**config.mk**
```make
export PLATFORM = sky130hd
export DESIGN_NAME = match_select
export DESIGN_NICKNAME = d
export VERILOG_FILES = /design/src/rtl/match_pkg.sv /design/src/rtl/match_select_sym_lookup.sv /design/src/rtl/match_select.sv
export SDC_FILE = /design/constraint.sdc
export NUM_CORES = 1
export LEC_CHECK = 0
export BUFFER_PORTS_ARGS = -buffer_cell sky130_fd_sc_hd__buf_4
export CELL_PAD_IN_SITES_DETAIL_PLACEMENT = 0
export CELL_PAD_IN_SITES_GLOBAL_PLACEMENT = 1
export CORE_UTILIZATION = 46
export DETAILED_ROUTE_END_ITERATION = 8
export GPL_ROUTABILITY_DRIVEN = 0
export PLACE_DENSITY_LB_ADDON = 0.1
export SYNTH_ARGS = -nofsm -noshare
export SYNTH_HDL_FRONTEND = slang
export SYNTH_HIERARCHICAL = 1
export SYNTH_SLANG_ARGS = --single-unit
```
**constraint.sdc**
```tcl
create_clock -name clk -period 5.15 [get_ports clk]
set_clock_uncertainty 0.05 [all_clocks]
set_input_delay 0.2575 -clock clk [delete_from_list [all_inputs] [get_ports clk]]
set_output_delay 0.2575 -clock clk [all_outputs]
set_load 0.05 [all_outputs]
```
**src/rtl/match_pkg.sv**
```systemverilog
// match_pkg: definitions shared by the card-match selection and clearing stages.
//   - state encoding for match_select (3-bit constants)
//   - card/symbol widths, number of cards, full cleared mask
//   - helpers: legal-index test and index -> one-hot card bit
package match_pkg;

   localparam int CARD_W  = 4;
   localparam int SYM_W   = 3;
   localparam int N_CARDS = 9;
   localparam logic [N_CARDS-1:0] FULL_MASK = 9'h1FF;

   localparam logic [2:0] IDLE       = 3'd0;
   localparam logic [2:0] GOT1       = 3'd1;
   localparam logic [2:0] GOT2       = 3'd2;
   localparam logic [2:0] CHECK      = 3'd3;
   localparam logic [2:0] CLEAR_REQ  = 3'd4;
   localparam logic [2:0] CLEAR_WAIT = 3'd5;
   localparam logic [2:0] MISS_HOLD  = 3'd6;
   localparam logic [2:0] GAME_OVER  = 3'd7;

   // Card indices are 1-based; 0 and 10..15 are not cards.
   function automatic logic idx_legal(input logic [CARD_W-1:0] idx);
      return (idx >= CARD_W'(1)) && (idx <= CARD_W'(N_CARDS));
   endfunction

   // One-hot mask bit for card idx (bit idx-1); all-zero for illegal indices.
   function automatic logic [N_CARDS-1:0] card_bit(input logic [CARD_W-1:0] idx);
      logic [N_CARDS-1:0] b;
      b = '0;
      for (int k = 1; k <= N_CARDS; k++) begin
         if (idx == CARD_W'(k)) b[k-1] = 1'b1;
      end
      return b;
   endfunction

endpackage

```
**src/rtl/match_select_sym_lookup.sv**
```systemverilog
// sym_lookup: combinational mux from a card index to its 3-bit symbol.
//   idx      in  4   card index (1..9; anything else yields symbol 0)
//   card_sym in  27  symbol table, card k at [3k-1:3k-3]
//   sym      out 3   symbol of card idx
module sym_lookup
   import match_pkg::*;
(
   input  logic [CARD_W-1:0]        idx,
   input  logic [N_CARDS*SYM_W-1:0] card_sym,
   output logic [SYM_W-1:0]         sym
);

   // Full 16-entry table so every 4-bit index has a defined entry.
   logic [SYM_W-1:0] sym_table [0:(1<<CARD_W)-1];

   for (genvar gi = 0; gi < (1 << CARD_W); gi++) begin : g_table
      if (gi >= 1 && gi <= N_CARDS) begin : g_card
         assign sym_table[gi] = card_sym[gi*SYM_W-1 -: SYM_W];
      end else begin : g_none
         assign sym_table[gi] = '0;
      end
   end

   assign sym = sym_table[idx];

endmodule

```
**src/rtl/match_select.sv**
```systemverilog
// match_select: collects three card picks, checks their symbols, and either
// hands a matched group to the clearing stage or holds a mismatch display.
// Tracks cleared cards, score and game over.
//   clk, reset_n    clock, synchronous active-low reset
//   sel_valid/idx   pick pulse and picked card index (1..9)
//   card_sym        27-bit symbol table (3 bits per card)
//   clear_done      level from clearing stage: group erased
//   clear_cards     {third,second,first} picked index while a clear is active
//   clear_start     one-cycle clear request pulse
//   clear_busy      clear outstanding
//   sel_count       picks held in the current group
//   mismatch        mismatch display hold active
//   reject          one-cycle pulse: last pick was ignored
//   cleared_mask    bit k-1 set = card k cleared
//   score           matched groups
//   game_over       all nine cards cleared
module match_select
   import match_pkg::*;
#(
   parameter int HOLD_CYCLES = 25000000,
   parameter int HOLD_W      = 25
)(
   input  logic                       clk,
   input  logic                       reset_n,
   input  logic                       sel_valid,
   input  logic [CARD_W-1:0]          sel_idx,
   input  logic [N_CARDS*SYM_W-1:0]   card_sym,
   input  logic                       clear_done,
   output logic [3*CARD_W-1:0]        clear_cards,
   output logic                       clear_start,
   output logic                       clear_busy,
   output logic [1:0]                 sel_count,
   output logic                       mismatch,
   output logic                       reject,
   output logic [N_CARDS-1:0]         cleared_mask,
   output logic [1:0]                 score,
   output logic                       game_over
);

   logic [2:0]          state_reg, state_next;
   logic [CARD_W-1:0]   slot_reg [0:2];
   logic [CARD_W-1:0]   slot_next [0:2];
   logic [1:0]          count_reg, count_next;
   logic [HOLD_W-1:0]   hold_reg, hold_next;
   logic [N_CARDS-1:0]  mask_reg, mask_next;
   logic [1:0]          score_reg, score_next;
   logic                reject_reg, reject_next;

   logic [SYM_W-1:0]    sym [0:2];
   logic [2:0]          held_hit;
   logic                collecting;
   logic                pick_ok;
   logic                symbols_match;
   logic [N_CARDS-1:0]  group_bits;

   for (genvar gi = 0; gi < 3; gi++) begin : g_slot
      sym_lookup u_sym (
         .idx      (slot_reg[gi]),
         .card_sym (card_sym),
         .sym      (sym[gi])
      );
      // Only slots below sel_count hold live picks.
      assign held_hit[gi] = (count_reg > 2'(gi)) && (slot_reg[gi] == sel_idx);
   end

   assign collecting    = (state_reg == IDLE) || (state_reg == GOT1) || (state_reg == GOT2);
   assign pick_ok       = idx_legal(sel_idx) && ~|(card_bit(sel_idx) & mask_reg) && ~|held_hit;
   assign symbols_match = (sym[0] == sym[1]) && (sym[1] == sym[2]);
   assign group_bits    = card_bit(slot_reg[0]) | card_bit(slot_reg[1]) | card_bit(slot_reg[2]);

   always_comb begin
      state_next  = state_reg;
      slot_next   = slot_reg;
      count_next  = count_reg;
      hold_next   = hold_reg;
      mask_next   = mask_reg;
      score_next  = score_reg;
      reject_next = 1'b0;

      case (state_reg)
         IDLE, GOT1, GOT2: begin
            if (sel_valid) begin
               if (pick_ok) begin
                  slot_next[count_reg] = sel_idx;
                  count_next           = count_reg + 2'd1;
                  case (state_reg)
                     IDLE:    state_next = GOT1;
                     GOT1:    state_next = GOT2;
                     default: state_next = CHECK;
                  endcase
               end else begin
                  reject_next = 1'b1;
               end
            end
         end
         CHECK: begin
            if (symbols_match) begin
               state_next = CLEAR_REQ;
            end else begin
               // Counting down from HOLD_CYCLES-1 to 0 gives exactly HOLD_CYCLES hold cycles.
               state_next = MISS_HOLD;
               hold_next  = HOLD_W'(HOLD_CYCLES - 1);
            end
         end
         CLEAR_REQ: begin
            state_next = CLEAR_WAIT;
         end
         CLEAR_WAIT: begin
            if (clear_done) begin
               mask_next  = mask_reg | group_bits;
               score_next = (score_reg == 2'd3) ? 2'd3 : score_reg + 2'd1;
               count_next = 2'd0;
               slot_next  = '{default: '0};
               state_next = ((mask_reg | group_bits) == FULL_MASK) ? GAME_OVER : IDLE;
            end
         end
         MISS_HOLD: begin
            if (hold_reg == '0) begin
               count_next = 2'd0;
               slot_next  = '{default: '0};
               state_next = IDLE;
            end else begin
               hold_next = hold_reg - HOLD_W'(1);
            end
         end
         GAME_OVER: begin
            state_next = GAME_OVER;
         end
         default: begin
            state_next = IDLE;
         end
      endcase
   end

   always_ff @(posedge clk) begin
      if (!reset_n) begin
         state_reg  <= IDLE;
         count_reg  <= 2'd0;
         hold_reg   <= '0;
         mask_reg   <= '0;
         score_reg  <= 2'd0;
         reject_reg <= 1'b0;
         for (int k = 0; k < 3; k++) slot_reg[k] <= '0;
      end else begin
         state_reg  <= state_next;
         count_reg  <= count_next;
         hold_reg   <= hold_next;
         mask_reg   <= mask_next;
         score_reg  <= score_next;
         reject_reg <= reject_next;
         for (int k = 0; k < 3; k++) slot_reg[k] <= slot_next[k];
      end
   end

   // Status outputs decode directly from the registered state.
   assign clear_start  = (state_reg == CLEAR_REQ);
   assign clear_busy   = (state_reg == CLEAR_REQ) || (state_reg == CLEAR_WAIT);
   assign clear_cards  = clear_busy ? {slot_reg[2], slot_reg[1], slot_reg[0]} : '0;
   assign mismatch     = (state_reg == MISS_HOLD);
   assign game_over    = (state_reg == GAME_OVER);
   assign sel_count    = count_reg;
   assign reject       = reject_reg;
   assign cleared_mask = mask_reg;
   assign score        = score_reg;

endmodule

```
# Word level (Yosys, flattened, before mapping)
# Cells that the tools add are included.
[totals]
ff_bits = 54
inputBits = 35
out_inout_bits = 30
word_cells = 181
[classes]
addsub = 3
n_lt_le_gt_ge = 10
n_eq_ne = 56
n_mux = 72
n_bitwise = 8
reduce_logical = 23
[op_table]
columns = ["operator", "n"]
rows = [
  ["$eq 4x3->1 const B", 16],
  ["$mux 12", 5],
  ["$mux 25", 2],
  ["$pmux 25 s2", 1],
  ["$mux 1", 37],
  ["$bmux 3 s4", 3],
  ["$pmux 12 s3", 1],
  ["$mux 3", 11],
  ["$eq 4x2->1 const B", 8],
  ["$eq 4x4->1 const B", 8],
  ["$or 9x9->9", 3],
  ["$logic_not 25->1", 1],
  ["$sub 25x1->25 const B", 1],
  ["$pmux 3 s6", 1],
  ["$eq 4x1->1 const B", 4],
  ["$ge 5x5->1 const B", 3],
  ["$not 4->5", 3],
  ["$bwmux 12", 1],
  ["$eq 3x3->1 const B", 4],
  ["$eq 4x4->1", 3],
  ["$mux 2", 6],
  ["$ne 2x2->1 const B", 5],
  ["$and 9x9->9", 1],
  ["$eq 9x9->1 const B", 1],
  ["29 further kinds", 43],
]

# Logic depth before layout (Yosys ltp)
# Gate-level depths: netlist of run 1.
[depth]
ltp_word = 10
mapped_depth = 12
ltp_nobuf = 9

# Hierarchy
# Netlist of run 1, hierarchy kept.
[by_module_without_submodules]
columns = ["mod", "n_inst", "cells_each", "area_each_um2", "seq_area_each_um2"]
rows = [
  ["match_select", 1, 458, 3636.0, 1081.0],
  ["sym_lookup", 3, 32, 264.0, 0.0],
]

# Worst setup path before layout of run 1
# Ideal clock, no wire load.
[synth_timing]
path_type = "register to register"
start = "register slot_reg[9] (netlist bit)"
end = "register hold_reg[12]"
setup_time_ps = 132
arrival_ps = 3011
t_required_ps = 4968
setup_slack_ps = 1957
stages_incl_launch_ff = 12
path_buffers = 2
synth_period_minus_slack_ps = 3193
path_cell_list = "dfxtp_1 -> mux2_1 -> a22o_1 -> a211o_1 -> or3_1 -> a222oi_1 -> nand2b_1 -> clkbuf_1 -> o21ai_0 -> clkbuf_1 -> a211oi_1 -> nor3_1"
[synth_rtl]
columns = ["element", "line", "source"]
rows = [
  ["start: declaration", "match_select.sv:41", "logic [CARD_W-1:0] slot_reg [0:2];"],
  ["end signal: assignment", "match_select.sv:147", "hold_reg <= hold_next;"],
  ["end: declaration", "match_select.sv:44", "logic [HOLD_W-1:0] hold_reg, hold_next;"],
]

==> results.sh, run 1 <==
export IMPL_n_fill_cell=894
export IMPL_ys_seq_area_frac=0.244
export IMPL_finalHoldViolations=0
export IMPL_slowest_delay_ns=0.95
export IMPL_rsz0062_at_grt="no"
export IMPL_period_needed_ns=4.14
export IMPL_synth_main_ff_cell="dfxtp_1"
export IMPL_remaining_drc_errors=0
export IMPL_die_w_um=100
export IMPL_cp_num_buf_inv=1
export IMPL_slowest_stage="dfxtp_1"
export IMPL_min_period_over_period=0.803
export IMPL_crit_family="compound AO/OA/AOI/OAI gates"
export IMPL_async_reset_ff_frac=0
export IMPL_core_area_mm2=0.00928
export IMPL_power_density_mw_per_mm2=218
export IMPL_ctsHoldBuffers=0
export IMPL_cts_buffers=5
export IMPL_fmax_mhz=242
export IMPL_post_place_cells=709
export IMPL_drt_iter0_drc=305
export IMPL_cp_cell_sequence="nor2b_1 > a22o_1 > a211o_1 > or3_1 > a222oi_1 > nand2b_1 > buf_4 > o21ai_0 > a211o_1 > and3_1"
export IMPL_hpwlAfterDp_um=9210
export IMPL_grt_pass1_wl_um=21700
export IMPL_cpMostUsedCell="a211o_1"
export IMPL_worstSetupEndpointType="flip-flop"
export IMPL_cts_root_buffer="clkbuf_8"
export IMPL_worst_endpoint_required_ns=5.33
export IMPL_path_clk_slew_ns=0.12
export IMPL_worst_pin_slew_ns=1.29
export IMPL_synth_cell_type_count=61
export IMPL_largest_register_ffs=25
export IMPL_clock_sinks=54
export IMPL_antenna_found_initial=0
export IMPL_crit_arrival_ns=4.32
export IMPL_clk_insertion_delay_late_ns=0.33
export IMPL_clock_path_buffers=2
export IMPL_htree_levels=2
export IMPL_total_power_mw=1.10
export IMPL_finalWorstSetupSlack_ns=1.01
export IMPL_port_buffer_count=64
export IMPL_fin_nets=627
export IMPL_area_growth_pct=13.8
export IMPL_slew_viol_final=0
export IMPL_syn_inst=554
export IMPL_status="complete, no violations"
export IMPL_num_vias=4725
export IMPL_drive_gt1_frac=0.168
export IMPL_grt_start_max_net_pins=46
export IMPL_fin_setup_tns_ns=0
export IMPL_grt_total_usage=0.267
export IMPL_avgSynthCellArea_um2=7.99
export IMPL_postCtsSetupRepairBufs=0
export IMPL_path_max_fanout=23
export IMPL_die_y_um=100
export IMPL_dpl_cell_area_mm2=0.00495
export IMPL_gr_total_overflow=0
export IMPL_drt_wirelength_per_cell_um=18.5
export IMPL_pre_cts_slack_ns=1.13
export IMPL_fin_area_mm2=0.00504
export IMPL_grt_pass1_vias=4314
export IMPL_crit_type="reg -> reg"
export IMPL_n_antenna_cell=0
export IMPL_cts_resized=0
export IMPL_ff_latch_area_mm2=0.00108
export IMPL_yosys_warnings=6
export IMPL_pin_count=65
export IMPL_p_leak_nw=1.87
export IMPL_synth_area_mm2=0.00443
export IMPL_die_area_mm2=0.0100
export IMPL_peakVddDrop_v=0.000119
export IMPL_max_cap_viol_count=0
export IMPL_cts_tree="done"
export IMPL_drt_first_pass_iters=5
export IMPL_startpoint_type="flip-flop"
export IMPL_ant_nets=0
export IMPL_synth_fp_nets=594
export IMPL_vias_per_cell=6.59
export IMPL_hold_class="in -> reg"
export IMPL_stdcell_count=717
export IMPL_start_util=0.477
export IMPL_ys_ff_latch=54
export IMPL_multiInputGateArea_mm2=0.00307
export IMPL_relSlewSlack=0.130
export IMPL_synth_edf_count=0
export IMPL_setup_viol=0
export IMPL_fp_row_count=35
export IMPL_wl_um=13300
worst reg2reg max path, stage by stage, from the launching register on:
cell	delay, ns
dfxtp_1	0.95
nor2b_1	0.17
a22o_1	0.28
a211o_1	0.32
or3_1	0.37
a222oi_1	0.46
nand2b_1	0.16
buf_4	0.22
o21ai_0	0.49
a211o_1	0.41
and3_1	0.15
worst paths after layout:
kind | startpoint | endpoint | slack (ns) | depth (start not counted)
max | slot_reg[8] | hold_reg[22] | 1.01 | 10
min reg2reg | score[1] | score[1] | 0.46 | 2
min | sel_valid | state_reg[1] | 0.19 | 3
max reg2reg | slot_reg[8] | hold_reg[22] | 1.01 | 10
synthesized netlist by cell type (all sizes together), types with 5 or more instances:
| library cell | instances | share of area |
|---|---|---|
| dfxtp | 54 | 0.24 |
| nor2 | 45 | 0.038 |
| clkbuf | 43 | 0.037 |
| mux2i | 34 | 0.077 |
| nor4b | 23 | 0.045 |
| nand4 | 21 | 0.030 |
| o21ai | 20 | 0.023 |
| a21oi | 19 | 0.021 |
| a31oi | 17 | 0.024 |
| nand2 | 16 | 0.014 |
| nand3b | 16 | 0.027 |
| nor4 | 16 | 0.024 |
| inv | 15 | 0.013 |
| and2 | 14 | 0.020 |
| or3 | 14 | 0.022 |
| nor3 | 13 | 0.015 |
| o211ai | 13 | 0.022 |
| nor4bb | 12 | 0.027 |
| or4 | 12 | 0.021 |
| a211o | 10 | 0.020 |
| o22ai | 9 | 0.013 |
| o31ai | 9 | 0.015 |
| xnor2 | 9 | 0.018 |
| buf | 8 | 0.013 |
| mux2 | 8 | 0.020 |
| nand2b | 8 | 0.011 |
| nand3 | 7 | 0.0079 |
| a22o | 6 | 0.012 |
| or3b | 6 | 0.014 |
| ha | 5 | 0.014 |
| nor2b | 5 | 0.0071 |
| xor2 | 5 | 0.0099 |
power by group:
part	leakage, nW	internal [mW]	total (mW)	switching [mW]
clock network	0.0495	0.102	0.269	0.167
registers	0.437	0.434	0.481	0.0471
logic	1.39	0.153	0.347	0.194
total	1.87	0.689	1.10	0.408
cells by family (layout without fill, tap and decap cells):
family                   Yosys count  in the layout  synth area share
AND/OR/NAND/NOR                  242            242             0.347
flip-flops                        54             54             0.244
multiplexers                      42             42            0.0972
XOR/XNOR                          14             14            0.0277
buffers and inverters             66            100            0.0627
AO/OA/AOI/OAI                    131            131             0.207
adder cells (fa/ha/maj)            5              5            0.0141
area by class of cell:
| type | instances | area share |
|---|---|---|
| Multi-Input combinational cell | 434 | 0.609 |
| Sequential cell | 54 | 0.214 |
| Timing Repair Buffer | 77 | 0.115 |
| Tap cell | 129 | 0.0320 |
| Clock buffer | 5 | 0.0137 |
| Inverter | 15 | 0.0112 |
| Clock inverter | 3 | 0.00521 |
layer usage:
layer | track usage | wire (um)
met5 | 0 | 0
met4 | 0.0903 | 182
met2 | 0.427 | 6160
met1 | 0.362 | 5960
met3 | 0.0494 | 978
cell usage in the layout (no fill, tap or decap), types with 6 or more instances in the layout:
cell type / n
nand4_1: 21
a211o_1: 10
nor4b_1: 23
or4_1: 11
nor2_1: 45
and2_1: 14
nor3_1: 13
or3_1: 12
xnor2_1: 9
nand2b_1: 8
dfxtp_1: 54
nand3b_1: 16
buf_4: 77
mux2i_1: 34
o31ai_1: 9
o21ai_0: 19
nor4_1: 15
a31oi_1: 17
a22o_1: 6
nand2_1: 16
a21oi_1: 19
inv_1: 15
nand3_1: 7
o211ai_1: 13
nor4bb_1: 12
o22ai_1: 9
metrics by stage:
step / util / hold WS [ns]
6_report: 0.543 / 0.191
4_1_cts: 0.543 / 0.178
3_3_place_gp: 0.533 / 0.430
2_1_floorplan: - / 0.378
5_1_grt: 0.543 / 0.192
3_5_place_dp: 0.533 / 0.430
(Power assumes the default switching activity.)
==> run 2: changes to the inputs <==
Settings changed: CORE_UTILIZATION 46 to 43.
Clock period 5.15 ns to 4.1 ns, I/O delays scaled along.
==> run 2 against run 1 <==
Die area grew 6.8%. Combinational power increased by 35%. First-iteration DRC count decreased by 6.2%. Register-to-register slack got worse by 0.60 ns. Hold slack lost 0.029 ns. Worst setup slack worse by 0.60 ns. Final cell count increased by 1.7%. Largest power group unchanged. Sequential share of layout area decreased by 0.47 points. Count of clock-buffer cells in the layout up 1. Cell area rose by 2.2%. Non-clock buffer count grew 8.
==> results.sh, run 2 (same netlist as run 1, synthesis figures left out) <==
export IMPL_path_clk_slew_ns=0.10
export IMPL_finalWorstSetupSlack_ns=0.411
export IMPL_grt_pass1_vias=4264
export IMPL_num_vias=4614
export IMPL_top_layer_used="met4"
export IMPL_clock_path_buffers=2
export IMPL_pre_cts_slack_ns=0.438
export IMPL_final_cell_mix="85 x buf_4, 54 x dfxtp_1, 45 x nor2_1"
export IMPL_dpl_cell_area_mm2=0.00501
export IMPL_cp_cell_sequence="mux2_1 > a22o_1 > a211o_1 > or3_1 > a222oi_1 > nand2b_1 > o21ai_0 > buf_4 > a211o_1 > and3_1"
export IMPL_largest_register_ffs=25
export IMPL_slowest_stage="dfxtp_1"
export IMPL_startpoint_type="flip-flop"
export IMPL_grt_start_max_net_pins=46
export IMPL_cts_tree="done"
export IMPL_n_antenna_cell=0
export IMPL_start_util=0.449
export IMPL_setup_viol=0
export IMPL_remaining_drc_errors=0
export IMPL_cts_root_buffer="clkbuf_8"
export IMPL_antenna_found_initial=0
export IMPL_power_density_mw_per_mm2=292
export IMPL_fin_setup_tns_ns=0
export IMPL_peakVddDrop_v=0.000142
export IMPL_worst_pin_slew_ns=1.16
export IMPL_gr_total_overflow=0
export IMPL_worst_endpoint_required_ns=4.25
export IMPL_ctsHoldBuffers=0
export IMPL_die_area_mm2=0.0107
export IMPL_fin_area_mm2=0.00515
export IMPL_htree_levels=2
export IMPL_fp_row_count=36
export IMPL_whs_ns=0.161
export IMPL_vias_per_cell=6.33
export IMPL_crit_type="reg -> reg"
export IMPL_fmax_mhz=271
export IMPL_grt_pass1_wl_um=21700
export IMPL_stdcell_count=729
export IMPL_period_needed_ns=3.69
export IMPL_max_cap_viol_count=0
export IMPL_cts_resized=0
export IMPL_path_max_fanout=9
export IMPL_core_area_mm2=0.00986
export IMPL_drt_first_pass_iters=5
export IMPL_worstSetupEndpointType="flip-flop"
export IMPL_grt_total_usage=0.256
export IMPL_wl_um=13700
export IMPL_cts_buffers=5
export IMPL_crit_arrival_ns=3.84
export IMPL_total_power_mw=1.50
export IMPL_multiInputGateArea_mm2=0.00307
export IMPL_ant_nets=0
export IMPL_dr_wl_met3_um=889
export IMPL_clock_sinks=54
export IMPL_hold_class="in -> reg"
export IMPL_port_buffer_count=64
export IMPL_relSlewSlack=0.218
export IMPL_hpwlAfterDp_um=9900
export IMPL_final_common_cell="buf_4"
export IMPL_wl_met1_um=6090
export IMPL_drt_wirelength_per_cell_um=18.8
export IMPL_postCtsSetupRepairBufs=0
export IMPL_min_period_over_period=0.900
export IMPL_slowest_delay_ns=0.62
export IMPL_pin_count=65
export IMPL_post_place_cells=721
export IMPL_p_leak_nw=1.94
export IMPL_drt_iter0_drc=286
export IMPL_finalHoldViolations=0
export IMPL_wl_met2_um=6460
export IMPL_clk_insertion_delay_late_ns=0.31
export IMPL_status="complete, no violations"
export IMPL_fin_nets=635
export IMPL_cpMostUsedCell="a211o_1"
export IMPL_die_w_um=103
export IMPL_ff_latch_area_mm2=0.00108
export IMPL_die_y_um=103
export IMPL_drive_gt1_frac=0.180
export IMPL_slew_viol_final=0
export IMPL_fin_util=0.522
export IMPL_area_growth_pct=16.4
export IMPL_rsz0062_at_grt="no"
export IMPL_n_fill_cell=993
==> run 2: cell count changes in the layout (fill, tap and decap cells not counted), sizes merged <==
cell    change
buf         +8
inv         -3
bufinv      +2
clkbuf      +1
==> run 2: critical path: cells and delay by family, from the launching register on <==
family	cells	cell delay (ns)
flip-flops	1	0.62
AND/OR/NAND/NOR	3	0.74
buffers and inverters	1	0.27
multiplexers	1	0.36
AO/OA/AOI/OAI	5	1.56
==> run 2: final timing paths <==
| path | from | slack [ns] | end | depth (start not counted) |
|---|---|---|---|---|
| max | slot_reg[9] | 0.41 | hold_reg[22] | 10 |
| max reg2reg | slot_reg[9] | 0.41 | hold_reg[22] | 10 |
| min | sel_valid | 0.16 | state_reg[1] | 3 |
| min reg2reg | hold_reg[10] | 0.46 | hold_reg[10] | 2 |
==> run 2: cell type report <==
type                    count  area share
well taps                 133      0.0323
clock buffers               6      0.0160
inverters                  15      0.0109
repair buffers             85       0.124
clock inverters             2      0.0117
multi-input cells         434       0.596
flip-flops and latches     54       0.210
==> run 2: routing by layer <==
metal  vias to the layer above  track usage
met5                         -            0
met4                         0       0.0834
met3                        23       0.0309
met2                       180        0.431
met1                      2187        0.340
li1                       2224            -
==> run 2: power by group <==
part           internal, mW  leakage, nW  total [mW]  switching (mW)
clock network         0.261       0.0714       0.445           0.185
logic                 0.200         1.43       0.468           0.268
registers             0.545        0.437       0.589          0.0440
==> run 3: changes to the inputs <==
Settings changed: CELL_PAD_IN_SITES_DETAIL_PLACEMENT 0 to 1, CELL_PAD_IN_SITES_GLOBAL_PLACEMENT 1 to 2, CORE_UTILIZATION 43 to 34.
==> run 3 against run 2 <==
Global-route usage is 2.1 points lower. Critical path depth unchanged. Sequential share of layout area is 0.25 points lower. Maximum frequency grew 1.3%. Utilization down 11 points. Via count decreased by 0.22%. Final cell count grew 5.3%. Wire length grew 12%. Register-to-register slack gained 0.05 ns.
==> results.sh, run 3 (same netlist as run 1, synthesis figures left out) <==
export IMPL_pin_count=65
export IMPL_remaining_drc_errors=0
export IMPL_fin_area_mm2=0.00522
export IMPL_die_y_um=116
export IMPL_hpwlAfterDp_um=11200
export IMPL_path_clk_slew_ns=0.07
export IMPL_area_growth_pct=17.8
export IMPL_gr_total_overflow=0
export IMPL_max_cap_viol_count=0
export IMPL_grt_pass1_vias=4701
export IMPL_ant_nets=0
export IMPL_die_area_mm2=0.0135
export IMPL_cts_tree="done"
export IMPL_largest_register_ffs=25
export IMPL_rsz0062_at_grt="no"
export IMPL_setup_viol=0
export IMPL_finalWorstSetupSlack_ns=0.458
export IMPL_power_density_mw_per_mm2=291
export IMPL_final_common_cell="buf_4"
export IMPL_pre_cts_slack_ns=0.482
export IMPL_ctsHoldBuffers=0
export IMPL_min_period_over_period=0.888
export IMPL_path_max_fanout=13
export IMPL_fin_nets=635
export IMPL_fp_row_count=41
export IMPL_clock_sinks=54
export IMPL_core_area_mm2=0.0127
export IMPL_period_needed_ns=3.64
export IMPL_finalHoldViolations=0
export IMPL_p_leak_nw=1.94
export IMPL_die_w_um=116
export IMPL_worst_endpoint_required_ns=4.25
export IMPL_grt_total_usage=0.235
export IMPL_n_antenna_cell=0
export IMPL_status="complete, no violations"
export IMPL_htree_levels=2
export IMPL_port_buffer_count=64
export IMPL_hold_class="in -> reg"
export IMPL_n_fill_cell=1558
export IMPL_cts_root_buffer="clkbuf_16"
export IMPL_cts_resized=0
export IMPL_start_util=0.349
export IMPL_startpoint_type="flip-flop"
export IMPL_drt_iter0_drc=267
export IMPL_fin_setup_tns_ns=0
export IMPL_dpl_cell_area_mm2=0.00506
export IMPL_worst_pin_slew_ns=1.20
export IMPL_post_place_cells=760
export IMPL_peakVddDrop_v=0.000251
export IMPL_worstSetupEndpointType="flip-flop"
export IMPL_wl_um=15400
export IMPL_clk_insertion_delay_late_ns=0.31
export IMPL_grt_start_max_net_pins=46
export IMPL_postCtsSetupRepairBufs=0
export IMPL_crit_type="reg -> reg"
export IMPL_stdcell_count=768
export IMPL_drive_gt1_frac=0.181
export IMPL_slew_viol_final=0
export IMPL_drt_first_pass_iters=5
export IMPL_vias_per_cell=5.99
export IMPL_drt_wirelength_per_cell_um=20.0
export IMPL_relSlewSlack=0.200
export IMPL_final_cell_mix="85 x buf_4, 54 x dfxtp_1, 45 x nor2_1"
export IMPL_num_vias=4604
export IMPL_crit_arrival_ns=3.80
export IMPL_antenna_found_initial=0
export IMPL_fmax_mhz=275
export IMPL_grt_pass1_wl_um=24900
export IMPL_clock_path_buffers=2
export IMPL_cts_buffers=5
-- run 3: changes by cell type in the layout (fill, tap and decap cells not counted), sizes merged --
| cell | change |
|---|---|
| clkbuf | -1 |
| bufinv | -2 |
| clkinv | +3 |
-- run 3: power by group --
part | total (mW) | internal [mW] | leakage, nW | switching (mW)
registers | 0.592 | 0.545 | 0.437 | 0.0474
logic | 0.471 | 0.199 | 1.43 | 0.271
clock network | 0.453 | 0.231 | 0.0740 | 0.223
-- run 3: final cells by class --
type                    count  area (um^2)  share of cell area
well taps                 172          215              0.0413
repair buffers             85          638               0.122
multi-input cells         434         3070               0.589
inverters                  15         56.3              0.0108
flip-flops and latches     54         1080               0.207
clock inverters             3         26.3             0.00504
clock buffers               5          125              0.0240
-- run 3: critical path: stages (launching register included) --
cell and delay, ns:
dfxtp_1 0.77, nor2b_1 0.18, a22o_1 0.30, a211o_1 0.34
or3_1 0.36, a222oi_1 0.46, nand2b_1 0.33, o21ai_0 0.13
buf_4 0.20, a211o_1 0.25, and3_1 0.16
-- run 3: final timing paths --
path                              startpoint           end  slack (ns)  cells past startpoint
worst min-delay path               sel_valid  state_reg[1]        0.17                      3
worst max register to register   slot_reg[4]  hold_reg[22]        0.46                     10
worst max-delay path             slot_reg[4]  hold_reg[22]        0.46                     10
worst min register to register  hold_reg[10]  hold_reg[10]        0.46                      2
-- run 3: per-stage QoR --
stage               power (mW)  hold WS (ns)  utilization
detailed placement        1.07         0.448        0.400
global route              1.60         0.190        0.412
global placement          1.06         0.427        0.400
CTS                       1.53         0.165        0.412
floorplan                0.917         0.325            -
finish                    1.52         0.171        0.412
-- run 3: routing by layer --
metal  GRT usage  wire [um]
met1       0.311       7250
met2       0.394       7360
met3      0.0374        530
met4      0.0675        219
met5           0          0
